==> src/rtl/rv_fetch_unit_if.sv <==
// Fetch-unit bus bundle: instruction-memory request/response, redirect input
// and the decoupled valid/ready delivery channel toward decode.
interface rv_fetch_unit_if #(
    parameter int XLEN = 64
);
    logic            imem_req_valid;
    logic            imem_req_ready;
    logic [XLEN-1:0] imem_addr;
    logic            imem_resp_valid;
    logic [31:0]     imem_rdata;
    logic            redirect_valid;
    logic [XLEN-1:0] redirect_pc;
    logic            out_valid;
    logic            out_ready;
    logic [XLEN-1:0] out_pc;
    logic [31:0]     out_instr;

    modport master (
        output imem_req_valid, imem_addr, out_valid, out_pc, out_instr,
        input  imem_req_ready, imem_resp_valid, imem_rdata,
               redirect_valid, redirect_pc, out_ready
    );

    modport slave (
        input  imem_req_valid, imem_addr, out_valid, out_pc, out_instr,
        output imem_req_ready, imem_resp_valid, imem_rdata,
               redirect_valid, redirect_pc, out_ready
    );
endinterface

==> src/rtl/rv_fetch_unit.sv <==
// Instruction-fetch front end: PC, in-order pipelined imem requests, prefetch
// buffer toward decode, and redirect with discard of stale in-flight responses.
module rv_fetch_unit #(
    parameter int          XLEN     = 64,
    parameter logic [63:0] RESET_PC = 64'h0,
    parameter int          DEPTH    = 4
) (
    input  logic            clk,
    input  logic            reset,
    rv_fetch_unit_if.master bus
);
    localparam int AW = $clog2(DEPTH);
    localparam int CW = AW + 1;
    localparam logic [XLEN-1:0] BOOT_PC = {RESET_PC[XLEN-1:2], 2'b00};

    logic [XLEN-1:0] fetch_pc;
    logic [XLEN-1:0] resp_pc;
    logic [XLEN-1:0] buf_pc    [DEPTH];
    logic [31:0]     buf_instr [DEPTH];
    logic [AW-1:0]   rd_ptr;
    logic [AW-1:0]   wr_ptr;
    logic [AW-1:0]   rd_next;
    logic [CW-1:0]   count;
    logic [CW-1:0]   outstanding;
    logic [CW-1:0]   discard_cnt;
    logic [CW-1:0]   live;
    logic [CW-1:0]   count_after_pop;
    logic [CW:0]     in_use;
    logic            req_fire;
    logic            push;
    logic            pop;
    logic [XLEN-1:0] out_pc_q;
    logic [31:0]     out_instr_q;
    logic [XLEN-1:0] head_pc_next;
    logic [31:0]     head_instr_next;
    logic [XLEN-1:0] redirect_aligned;

    assign live             = outstanding - discard_cnt;
    assign in_use           = {1'b0, count} + {1'b0, live};
    assign redirect_aligned = {bus.redirect_pc[XLEN-1:2], 2'b00};

    // Only requests whose responses will be kept reserve buffer space.
    assign bus.imem_req_valid = !reset && !bus.redirect_valid
                              && (in_use < (CW+1)'(DEPTH))
                              && (outstanding < CW'(DEPTH));
    assign bus.imem_addr = fetch_pc;

    assign req_fire = bus.imem_req_valid && bus.imem_req_ready;
    assign push     = bus.imem_resp_valid && !bus.redirect_valid && (discard_cnt == '0);
    assign pop      = (count != '0) && bus.out_ready && !bus.redirect_valid;

    assign rd_next         = rd_ptr + AW'(pop);
    assign count_after_pop = count - CW'(pop);

    assign bus.out_valid = (count != '0);
    assign bus.out_pc    = out_pc_q;
    assign bus.out_instr = out_instr_q;

    // Next head value; an incoming word becomes the head directly when nothing else remains.
    always_comb begin
        head_pc_next    = '0;
        head_instr_next = '0;
        if (!bus.redirect_valid) begin
            if (count_after_pop != '0) begin
                head_pc_next    = buf_pc[rd_next];
                head_instr_next = buf_instr[rd_next];
            end else if (push) begin
                head_pc_next    = resp_pc;
                head_instr_next = bus.imem_rdata;
            end
        end
    end

    always_ff @(posedge clk) begin
        if (push) begin
            buf_pc[wr_ptr]    <= resp_pc;
            buf_instr[wr_ptr] <= bus.imem_rdata;
        end
    end

    always_ff @(posedge clk or posedge reset) begin
        if (reset) begin
            fetch_pc    <= BOOT_PC;
            resp_pc     <= BOOT_PC;
            rd_ptr      <= '0;
            wr_ptr      <= '0;
            count       <= '0;
            outstanding <= '0;
            discard_cnt <= '0;
            out_pc_q    <= '0;
            out_instr_q <= '0;
        end else begin
            outstanding <= outstanding + CW'(req_fire) - CW'(bus.imem_resp_valid);
            out_pc_q    <= head_pc_next;
            out_instr_q <= head_instr_next;
            if (bus.redirect_valid) begin
                fetch_pc    <= redirect_aligned;
                resp_pc     <= redirect_aligned;
                rd_ptr      <= '0;
                wr_ptr      <= '0;
                count       <= '0;
                discard_cnt <= outstanding - CW'(bus.imem_resp_valid);
            end else begin
                if (req_fire)
                    fetch_pc <= fetch_pc + XLEN'(4);
                if (bus.imem_resp_valid && (discard_cnt != '0))
                    discard_cnt <= discard_cnt - CW'(1);
                if (push) begin
                    wr_ptr  <= wr_ptr + AW'(1);
                    resp_pc <= resp_pc + XLEN'(4);
                end
                if (pop)
                    rd_ptr <= rd_ptr + AW'(1);
                count <= count + CW'(push) - CW'(pop);
            end
        end
    end

    // The issue rule reserves space for every kept response.
    assert property (@(posedge clk) disable iff (reset)
        !(push && (count == CW'(DEPTH)) && !pop));

endmodule

==> src/flat_wrapper.sv <==
// flat-port wrapper written by rule: the top's interface ports become plain ports
module rv_fetch_unit_flat 
#(
    parameter int          XLEN     = 64,
    parameter logic [63:0] RESET_PC = 64'h0,
    parameter int          DEPTH    = 4
)
  (clk, reset, bus_imem_req_valid, bus_imem_addr, bus_out_valid, bus_out_pc, bus_out_instr, bus_imem_req_ready, bus_imem_resp_valid, bus_imem_rdata, bus_redirect_valid, bus_redirect_pc, bus_out_ready);
  rv_fetch_unit_if #(.XLEN(XLEN)) bus_i ();
  input  logic clk;
  input  logic reset;
  output wire logic [$bits(bus_i.imem_req_valid)-1:0] bus_imem_req_valid;
  output wire logic [$bits(bus_i.imem_addr)-1:0] bus_imem_addr;
  output wire logic [$bits(bus_i.out_valid)-1:0] bus_out_valid;
  output wire logic [$bits(bus_i.out_pc)-1:0] bus_out_pc;
  output wire logic [$bits(bus_i.out_instr)-1:0] bus_out_instr;
  input wire logic [$bits(bus_i.imem_req_ready)-1:0] bus_imem_req_ready;
  input wire logic [$bits(bus_i.imem_resp_valid)-1:0] bus_imem_resp_valid;
  input wire logic [$bits(bus_i.imem_rdata)-1:0] bus_imem_rdata;
  input wire logic [$bits(bus_i.redirect_valid)-1:0] bus_redirect_valid;
  input wire logic [$bits(bus_i.redirect_pc)-1:0] bus_redirect_pc;
  input wire logic [$bits(bus_i.out_ready)-1:0] bus_out_ready;
  assign bus_imem_req_valid = bus_i.imem_req_valid;
  assign bus_imem_addr = bus_i.imem_addr;
  assign bus_out_valid = bus_i.out_valid;
  assign bus_out_pc = bus_i.out_pc;
  assign bus_out_instr = bus_i.out_instr;
  assign bus_i.imem_req_ready = bus_imem_req_ready;
  assign bus_i.imem_resp_valid = bus_imem_resp_valid;
  assign bus_i.imem_rdata = bus_imem_rdata;
  assign bus_i.redirect_valid = bus_redirect_valid;
  assign bus_i.redirect_pc = bus_redirect_pc;
  assign bus_i.out_ready = bus_out_ready;
  rv_fetch_unit #(.XLEN(XLEN), .RESET_PC(RESET_PC), .DEPTH(DEPTH)) u_core (.clk(clk), .reset(reset), .bus(bus_i));
endmodule
==> config.mk <==
export PLATFORM = sky130hd
export DESIGN_NAME = rv_fetch_unit_flat
export DESIGN_NICKNAME = d
export VERILOG_FILES = /design/src/rtl/rv_fetch_unit_if.sv /design/src/rtl/rv_fetch_unit.sv /design/src/flat_wrapper.sv
export SDC_FILE = /design/constraint.sdc
export NUM_CORES = 1
export LEC_CHECK = 0
export CAP_MARGIN = 20
export CORE_ASPECT_RATIO = 1.1
export CORE_UTILIZATION = 40
export DETAILED_ROUTE_END_ITERATION = 10
export PLACE_DENSITY_LB_ADDON = 0.05
export RECOVER_POWER = 100
export SYNTH_ARGS = -nofsm -noshare
export SYNTH_HDL_FRONTEND = slang
export SYNTH_SLANG_ARGS = --single-unit
==> constraint.sdc <==
create_clock -name clk -period 11 [get_ports clk]
set_clock_uncertainty 0.15 [all_clocks]
set_input_delay 2.2 -clock clk [delete_from_list [all_inputs] [get_ports clk]]
set_output_delay 2.2 -clock clk [all_outputs]
set_load 0.005 [all_outputs]
---- After elaboration in Yosys (flattened, before gate mapping) ----
Memories as Yosys holds them, arrays and structs flattened.
Index checks and enable logic that the tools add are counted.
Widths: inputs -> output; s select.
word-level totals
  flip-flop bits (word level) ............. 237
  latch bits .............................. 0
  RAM bits ................................ 384
  ROM bits ................................ 0
  input port bits ......................... 102
  output and inout bits ................... 162
  word-level logic and storage cells ...... 65
  memories kept ........................... 2
memory list
  memory            depth  bits a word  rd ports  clocked after Yosys merged registers in  wr ports  line                 RTL
  u_core.buf_pc     4      64           1         0                                        1         rv_fetch_unit.sv:18  logic [XLEN-1:0] buf_pc [DEPTH];
  u_core.buf_instr  4      32           1         0                                        1         rv_fetch_unit.sv:19  logic [31:0] buf_instr [DEPTH];
operators by class
  add/subtract/negate cells ............... 14
  $mul .................................... 0
  divide/modulo/power cells ............... 0
  order comparisons ....................... 2
  equality and inequality tests ........... 0
  shift operators ......................... 0
  muxes and demuxes ....................... 19
  bitwise logic cells ..................... 0
  reduce and logical (&&, ||, !) cells .... 19
operators with widths
  operator               count
  $mux 64                7
  $add 64x3->64 const B  2
  $mux 32                3
  $sub 3x1->3            4
  $logic_and 1x1->1      9
  $mux 3                 3
  $reduce_bool 3->1      3
  $mux 2                 4
  $reduce_bool 2->1      4
  $add 3x1->3            2
  $add 2x1->2 const B    2
  $add 3x3->4            1
  $lt 4x3->1 const B     1
  $logic_not 3->1        1
  $lt 3x3->1 const B     1
  $sub 3x1->3 const B    1
  $sub 3x3->3            1
  $add 2x1->2            1
  $logic_not 1->1        2
  $mux 1                 2

---- Depth between registers and ports, before layout ----
  depth after elaboration ................. 8
  depth in mapped cells ................... 16
  depth with buffers taken out ............ 15

---- Worst setup path after synthesis ----
OpenSTA, ideal clock, no wires.
  path type ............................... input to register
  from .................................... in bus_imem_resp_valid
  to ...................................... mem u_core.buf_instr[0][0], enable pin
  library setup time ...................... 0.464 ns
  arrival ................................. 5.357 ns
  required time ........................... 10.386 ns
  setup slack ............................. 5.030 ns
  stages .................................. 5
  cells stage by stage .................... and3b_1 clkbuf_1 clkbuf_1 clkbuf_1 and3_1
between the ends
  longest elaborated chain between the ends .. 4
ends and longest elaborated chain
  item                             line                 RTL
  start, declared                  flat_wrapper.sv:18   input wire logic [$bits(bus_i.imem_resp_valid)-1:0] bus_imem_resp_valid;
  $logic_and 1x1->1 (2 in series)  rv_fetch_unit.sv:49  assign push = bus.imem_resp_valid && !bus.redirect_valid && (discard_cnt == '0);
  $mux 1                           rv_fetch_unit.sv:75  if (push) begin
  $mux 1 (not written as such)     rv_fetch_unit.sv:77  buf_instr[wr_ptr] <= bus.imem_rdata;
  end, declared                    rv_fetch_unit.sv:19
No other way between the ends.

---- Worst setup path in the final report ----
  from .................................... in bus_redirect_valid
  to ...................................... reg u_core.out_pc_q[11], in the netlist u_core.bus.out_pc[11]
between the ends
  longest elaborated chain between the ends .. 6
  elaborated cells between the ends (all ways) .. 11
  those cells by class .................... add/sub (2); mux (3); reduce/logical (5); memory (1)
ends and longest elaborated chain
  item                                  line                                      RTL
  start, declared                       flat_wrapper.sv:20                        input wire logic [$bits(bus_i.redirect_valid)-1:0] bus_redirect_valid;
  $logic_not 1->1                       rv_fetch_unit.sv:49, rv_fetch_unit.sv:50
  $logic_and 1x1->1 (on tied branches)  rv_fetch_unit.sv:50, rv_fetch_unit.sv:49
  $add 2x1->2 (tied with other cells)   rv_fetch_unit.sv:52                       assign rd_next = rd_ptr + AW'(pop);
  $mem_v2 4x64 (tied with other cells)  -
  $mux 64                               rv_fetch_unit.sv:64                       if (count_after_pop != '0) begin
  $mux 64 *                             rv_fetch_unit.sv:63                       if (!bus.redirect_valid) begin
  net u_core.head_pc_next[11]           rv_fetch_unit.sv:34                       logic [XLEN-1:0] head_pc_next;
  end signal, assigned                  rv_fetch_unit.sv:94                       out_pc_q <= head_pc_next;
  end, declared                         rv_fetch_unit.sv:32                       logic [XLEN-1:0] out_pc_q;
Mark *: on every way through the listed nets, which the timed path passes. The rest lies on a longest branch.
A chain may end at the register's enable or synchronous reset.

==> results_tabular.tex <==
\begin{tabular}{lr}
\hline
Metric & Value \\
\hline
\multicolumn{2}{l}{\textbf{Timing}} \\
Worst hold slack & just over 0.4 ns \\
Slew at the pin closest to its max-slew limit & between 4 and 5 ns \\
RSZ-0062 raised after global routing & false \\
Final-layout setup total negative slack & 0 ns \\
Count of final max-slew check failures & 433 \\
Final-report hold violation count & 0 \\
Final setup fails & 0 \\
Worst max-slew margin expressed relative to the limit & -2.15 \\
Minimum clock period & about 8 ns \\
Final period util & 0.726 \\
FMAX & about 130 MHz \\
\multicolumn{2}{l}{\textbf{Pwr}} \\
Power per cell area & $\sim$230 nW/µm² \\
Int Power & 5.06 mW \\
Logic pwr share & 0.251 \\
Clk pwr share & 0.338 \\
Switching share of total power & 0.289 \\
Peak supply drop & $\sim$0.15 mV \\
Switching Power & roughly 2 mW \\
Static leakage power & between 10 and 15 nW \\
Share of power burned in registers & 0.411 \\
\multicolumn{2}{l}{\textbf{Synth}} \\
Fraction of the mapped netlist area in simple logic gates & 0.118 \\
Portion of netlist area occupied by mux cells & 0.103 \\
Flops \& latches, synth & roughly 600 \\
Synthesized-area fraction occupied by xor and xnor cells & 0.0242 \\
Post-synthesis async set-or-reset flop share & 0.382 \\
Largest family of logic cells by synthesized area & simple AND/OR/NAND/NOR gates \\
Ys Warns & 0 \\
Leading area contributor after synthesis & sky130\_fd\_sc\_hd\_\_edfxtp\_1 \\
Area share of fa/ha/maj cells after synthesis & 0.0116 \\
Top FF cell, synth & sky130\_fd\_sc\_hd\_\_edfxtp\_1 \\
Combined area of all synthesized cells & between 20000 and 30000 µm² \\
Gate count after technology mapping & 1759 \\
Post-synthesis sequential area ratio & 0.666 \\
Number of enable flip-flop cells after synthesis & between 300 and 400 \\
Distinct cell type count of the synthesized netlist & 57 \\
Mean area per synthesized cell & 14.6 µm² \\
Cell types occupying the most area after synthesis & sky130\_fd\_sc\_hd\_\_edfxtp\_1 44\%, sky130\_fd\_sc\_hd\_\_dfrtp\_1 23\%, sky130\_fd\_sc\_hd\_\_mux4\_2 8.3\%, sky130\_fd\_sc\_hd\_\_nand3\_1 2.1\%, sky130\_fd\_sc\_hd\_\_mux2\_2 2.0\% \\
Post-synthesis compound-gate area fraction & 0.0585 \\
Area share of the largest cell type after synthesis & 0.440 \\
\multicolumn{2}{l}{\textbf{Worst setup path}} \\
Critical-path maximum fanout & 63 \\
Kind of critical path & input pin to register \\
Crit start category & input pin \\
Required time reported for the critical path endpoint & 11.31 ns \\
Worst setup EP type & register \\
Data arrival time of the worst path & $\sim$8.3 ns \\
\multicolumn{2}{l}{\textbf{Placed design}} \\
Number of input and output port buffers inserted & around 260 \\
Placed wire-length estimate after detailed placement & 43000 µm \\
Placed Instances & roughly 2.8k \\
Instance area after placement & 29200 µm² \\
Global placement routability congestion & around 0.90 \\
\multicolumn{2}{l}{\textbf{Outcome}} \\
Run status & complete, but fails checks \\
Violated checks & capacitance limit, slew limit \\
\multicolumn{2}{l}{\textbf{Route}} \\
Routed wire length & 70000 µm \\
Total via count in the routed design & approximately 16k \\
Number of DRC markers after the initial detailed-route iteration & $\sim$960 \\
Number of remaining DRC errors & 0 \\
Remaining antenna violation count & 0 \\
Via-per-instance ratio & between 5 and 6 \\
Number of search-and-repair iterations in the first detailed-routing pass & 5 \\
Average routed wire per standard cell & 24.0 µm \\
\multicolumn{2}{l}{\textbf{Floorplanning}} \\
Die ar. & around 65000 µm² \\
Standard cell core area & roughly 64000 µm² \\
DIE WIDTH & $\sim$240 µm \\
Count of boundary I/O pins & 264 \\
Effective utilization at floorplan & 0.403 \\
Die height & between 200 and 300 µm \\
Number of placement rows & 97 \\
\multicolumn{2}{l}{\textbf{Final layout}} \\
Layout Area Growth over Synthesis & 22.9\% \\
Fraction of layout cells with a size suffix above 1 & 0.136 \\
Post-route standard cell area excluding fillers & around 32000 µm² \\
Fill count & roughly 5.6k \\
Final Non-Filler Cells & between 2k and 3k \\
Number of nets in the finished design & 2142 \\
\multicolumn{2}{l}{\textbf{Clocking}} \\
Buffers inserted during post-CTS setup optimization & 0 \\
TritonCTS clock tree & built \\
Maximum buffer depth of the clock tree & 3 \\
Clock transition at the registers of the reported paths & about 0.060 ns \\
\# clock sinks & between 600 and 700 \\
Hold Buf Count CTS & 0 \\
Source-to-sink clock delay at the later pin of the worst-skew pair & 0.61 ns \\
TritonCTS Buffers & 68 \\
Library cell used as clock root buffer & sky130\_fd\_sc\_hd\_\_clkbuf\_16 \\
PostCTS Resize Cnt & 0 \\
Number of H-tree levels & 3 \\
\multicolumn{2}{l}{\textbf{Global route}} \\
Total GRT Usage & 0.217 \\
Maximum number of pins on one net before global-route repair & approximately 140 \\
Wire length of the first global-routing pass & approximately 110000 µm \\
Vias in the first global route & 16.8k \\
Antenna violations before repair & 0 \\
Total congestion overflow & 0 \\
\multicolumn{2}{l}{\textbf{Flow run}} \\
Max-capacitance violation count & 8 \\
\multicolumn{2}{l}{\textbf{Hold path}} \\
Worst hold-check path type & register to register \\
\hline
\end{tabular}
[final cells by class]
type	count	area (µm²)	area share
inverter	25	96.3	0.00306
timing repair buffer	283	2750	0.0872
antenna	1	2.50	0.0000794
clock inverter	30	374	0.0119
multi-input combinational	1032	8130	0.258
clock buffer	96	2020	0.0641
tap	841	1050	0.0334
sequential	608	17100	0.542
[metal layers]
| metal | track usage | part of all wire |
|---|---|---|
| met1 | 0.303 | 0.45 |
| met2 | 0.347 | 0.48 |
| met3 | 0.0331 | 0.045 |
| met4 | 0.0704 | 0.024 |
| met5 | 0 | 0 |
[placed cells by master (no fill, tap or decap), types with 18 or more instances in the layout]
cell	count
sky130_fd_sc_hd__a21oi_1	65
sky130_fd_sc_hd__a22o_1	39
sky130_fd_sc_hd__a31oi_1	38
sky130_fd_sc_hd__and3_1	28
sky130_fd_sc_hd__clkbuf_1	19
sky130_fd_sc_hd__clkbuf_16	72
sky130_fd_sc_hd__clkdlybuf4s50_1	63
sky130_fd_sc_hd__dfrtp_1	232
sky130_fd_sc_hd__dlygate4sd3_1	195
sky130_fd_sc_hd__edfxtp_1	376
sky130_fd_sc_hd__ha_1	19
sky130_fd_sc_hd__inv_1	23
sky130_fd_sc_hd__mux2_2	45
sky130_fd_sc_hd__mux4_2	94
sky130_fd_sc_hd__nand2_1	128
sky130_fd_sc_hd__nand3_1	107
sky130_fd_sc_hd__nand4_1	58
sky130_fd_sc_hd__nor2_1	73
sky130_fd_sc_hd__nor3_1	38
sky130_fd_sc_hd__nor4_1	26
sky130_fd_sc_hd__o21ai_0	30
sky130_fd_sc_hd__or3_1	26
sky130_fd_sc_hd__xnor2_1	52
sky130_fd_sc_hd__xor2_1	18
[sequential cells by signal (all words and copies together), names as in the netlist]
name / cells
u_core.bus.imem_addr: 62
u_core.outstanding: 3
u_core.resp_pc: 62
u_core.discard_cnt: 3
u_core.bus.out_instr: 32
u_core.count: 3
u_core.wr_ptr: 2
u_core.rd_ptr: 2
u_core.buf_pc: 248
u_core.buf_instr: 128
u_core.bus.out_pc: 63
[power by group through the flow]
stage	logic (mW)	registers (mW)	clock network (mW)
floorplan	1.04	2.93	0
global placement	1.89	2.97	0
detailed placement	1.89	2.98	0
CTS	1.90	2.94	2.46
global route	1.97	2.96	2.54
finish	1.79	2.92	2.40
[final timing paths]
path	from	to	slack (ns)	depth (start not counted)
setup reg to reg	u_core.count[2]	u_core.bus.out_instr[6]	4.93	10
hold / removal	u_core.discard_cnt[1]	u_core.discard_cnt[1]	0.41	2
min in group asynchronous	reset	u_core.bus.imem_addr[11]	3.37	2
max in group asynchronous	reset	u_core.bus.out_instr[7]	5.21	2
setup / recovery	bus_redirect_valid	u_core.bus.out_pc[11]	3.01	5
hold reg to reg	u_core.discard_cnt[1]	u_core.discard_cnt[1]	0.41	2
[cell families after synthesis]
logic type	after synthesis
DFF	608
other	1
adders and majority gates	22
xor gates and xnor gates	71
and+or+nand+nor	569
muxes	140
AOI/OAI and AO/OA	227
buffers and inverters	121
[per-stage QoR]
stage          setup slack, ns  power, mW  utilization
5_1_grt                   2.60       7.47        0.496
3_5_place_dp              4.62       4.87        0.459
4_1_cts                   4.90       7.30        0.497
2_1_floorplan             2.29       3.97            -
3_3_place_gp              4.62       4.87        0.459
6_report                  3.01       7.11        0.496
[synth_stat cells (17+ instances only)]
cell type                    n
sky130_fd_sc_hd__clkbuf_1   70
sky130_fd_sc_hd__nor3_1     38
sky130_fd_sc_hd__buf_1      17
sky130_fd_sc_hd__xnor2_1    52
sky130_fd_sc_hd__dfrtp_1   232
sky130_fd_sc_hd__nor2_1     73
sky130_fd_sc_hd__a22o_1     39
sky130_fd_sc_hd__mux4_2     94
sky130_fd_sc_hd__nor4_1     25
sky130_fd_sc_hd__and4_1     17
sky130_fd_sc_hd__nand2_1   128
sky130_fd_sc_hd__xor2_1     19
sky130_fd_sc_hd__a31oi_1    38
sky130_fd_sc_hd__mux2_2     45
sky130_fd_sc_hd__edfxtp_1  376
sky130_fd_sc_hd__nand3_1   108
sky130_fd_sc_hd__a21oi_1    65
sky130_fd_sc_hd__and3_1     33
sky130_fd_sc_hd__ha_1       19
sky130_fd_sc_hd__nand4_1    58
sky130_fd_sc_hd__inv_1      25
sky130_fd_sc_hd__o21ai_0    30
sky130_fd_sc_hd__or3_1      26
[worst max-delay path: stages]
cell,delay (ns)
sky130_fd_sc_hd__clkbuf_1,1.01
sky130_fd_sc_hd__clkbuf_1,2.66
sky130_fd_sc_hd__nor2_1,0.89
sky130_fd_sc_hd__clkbuf_1,0.95
sky130_fd_sc_hd__a22o_1,0.53
Power figures use the tool's default switching activity.
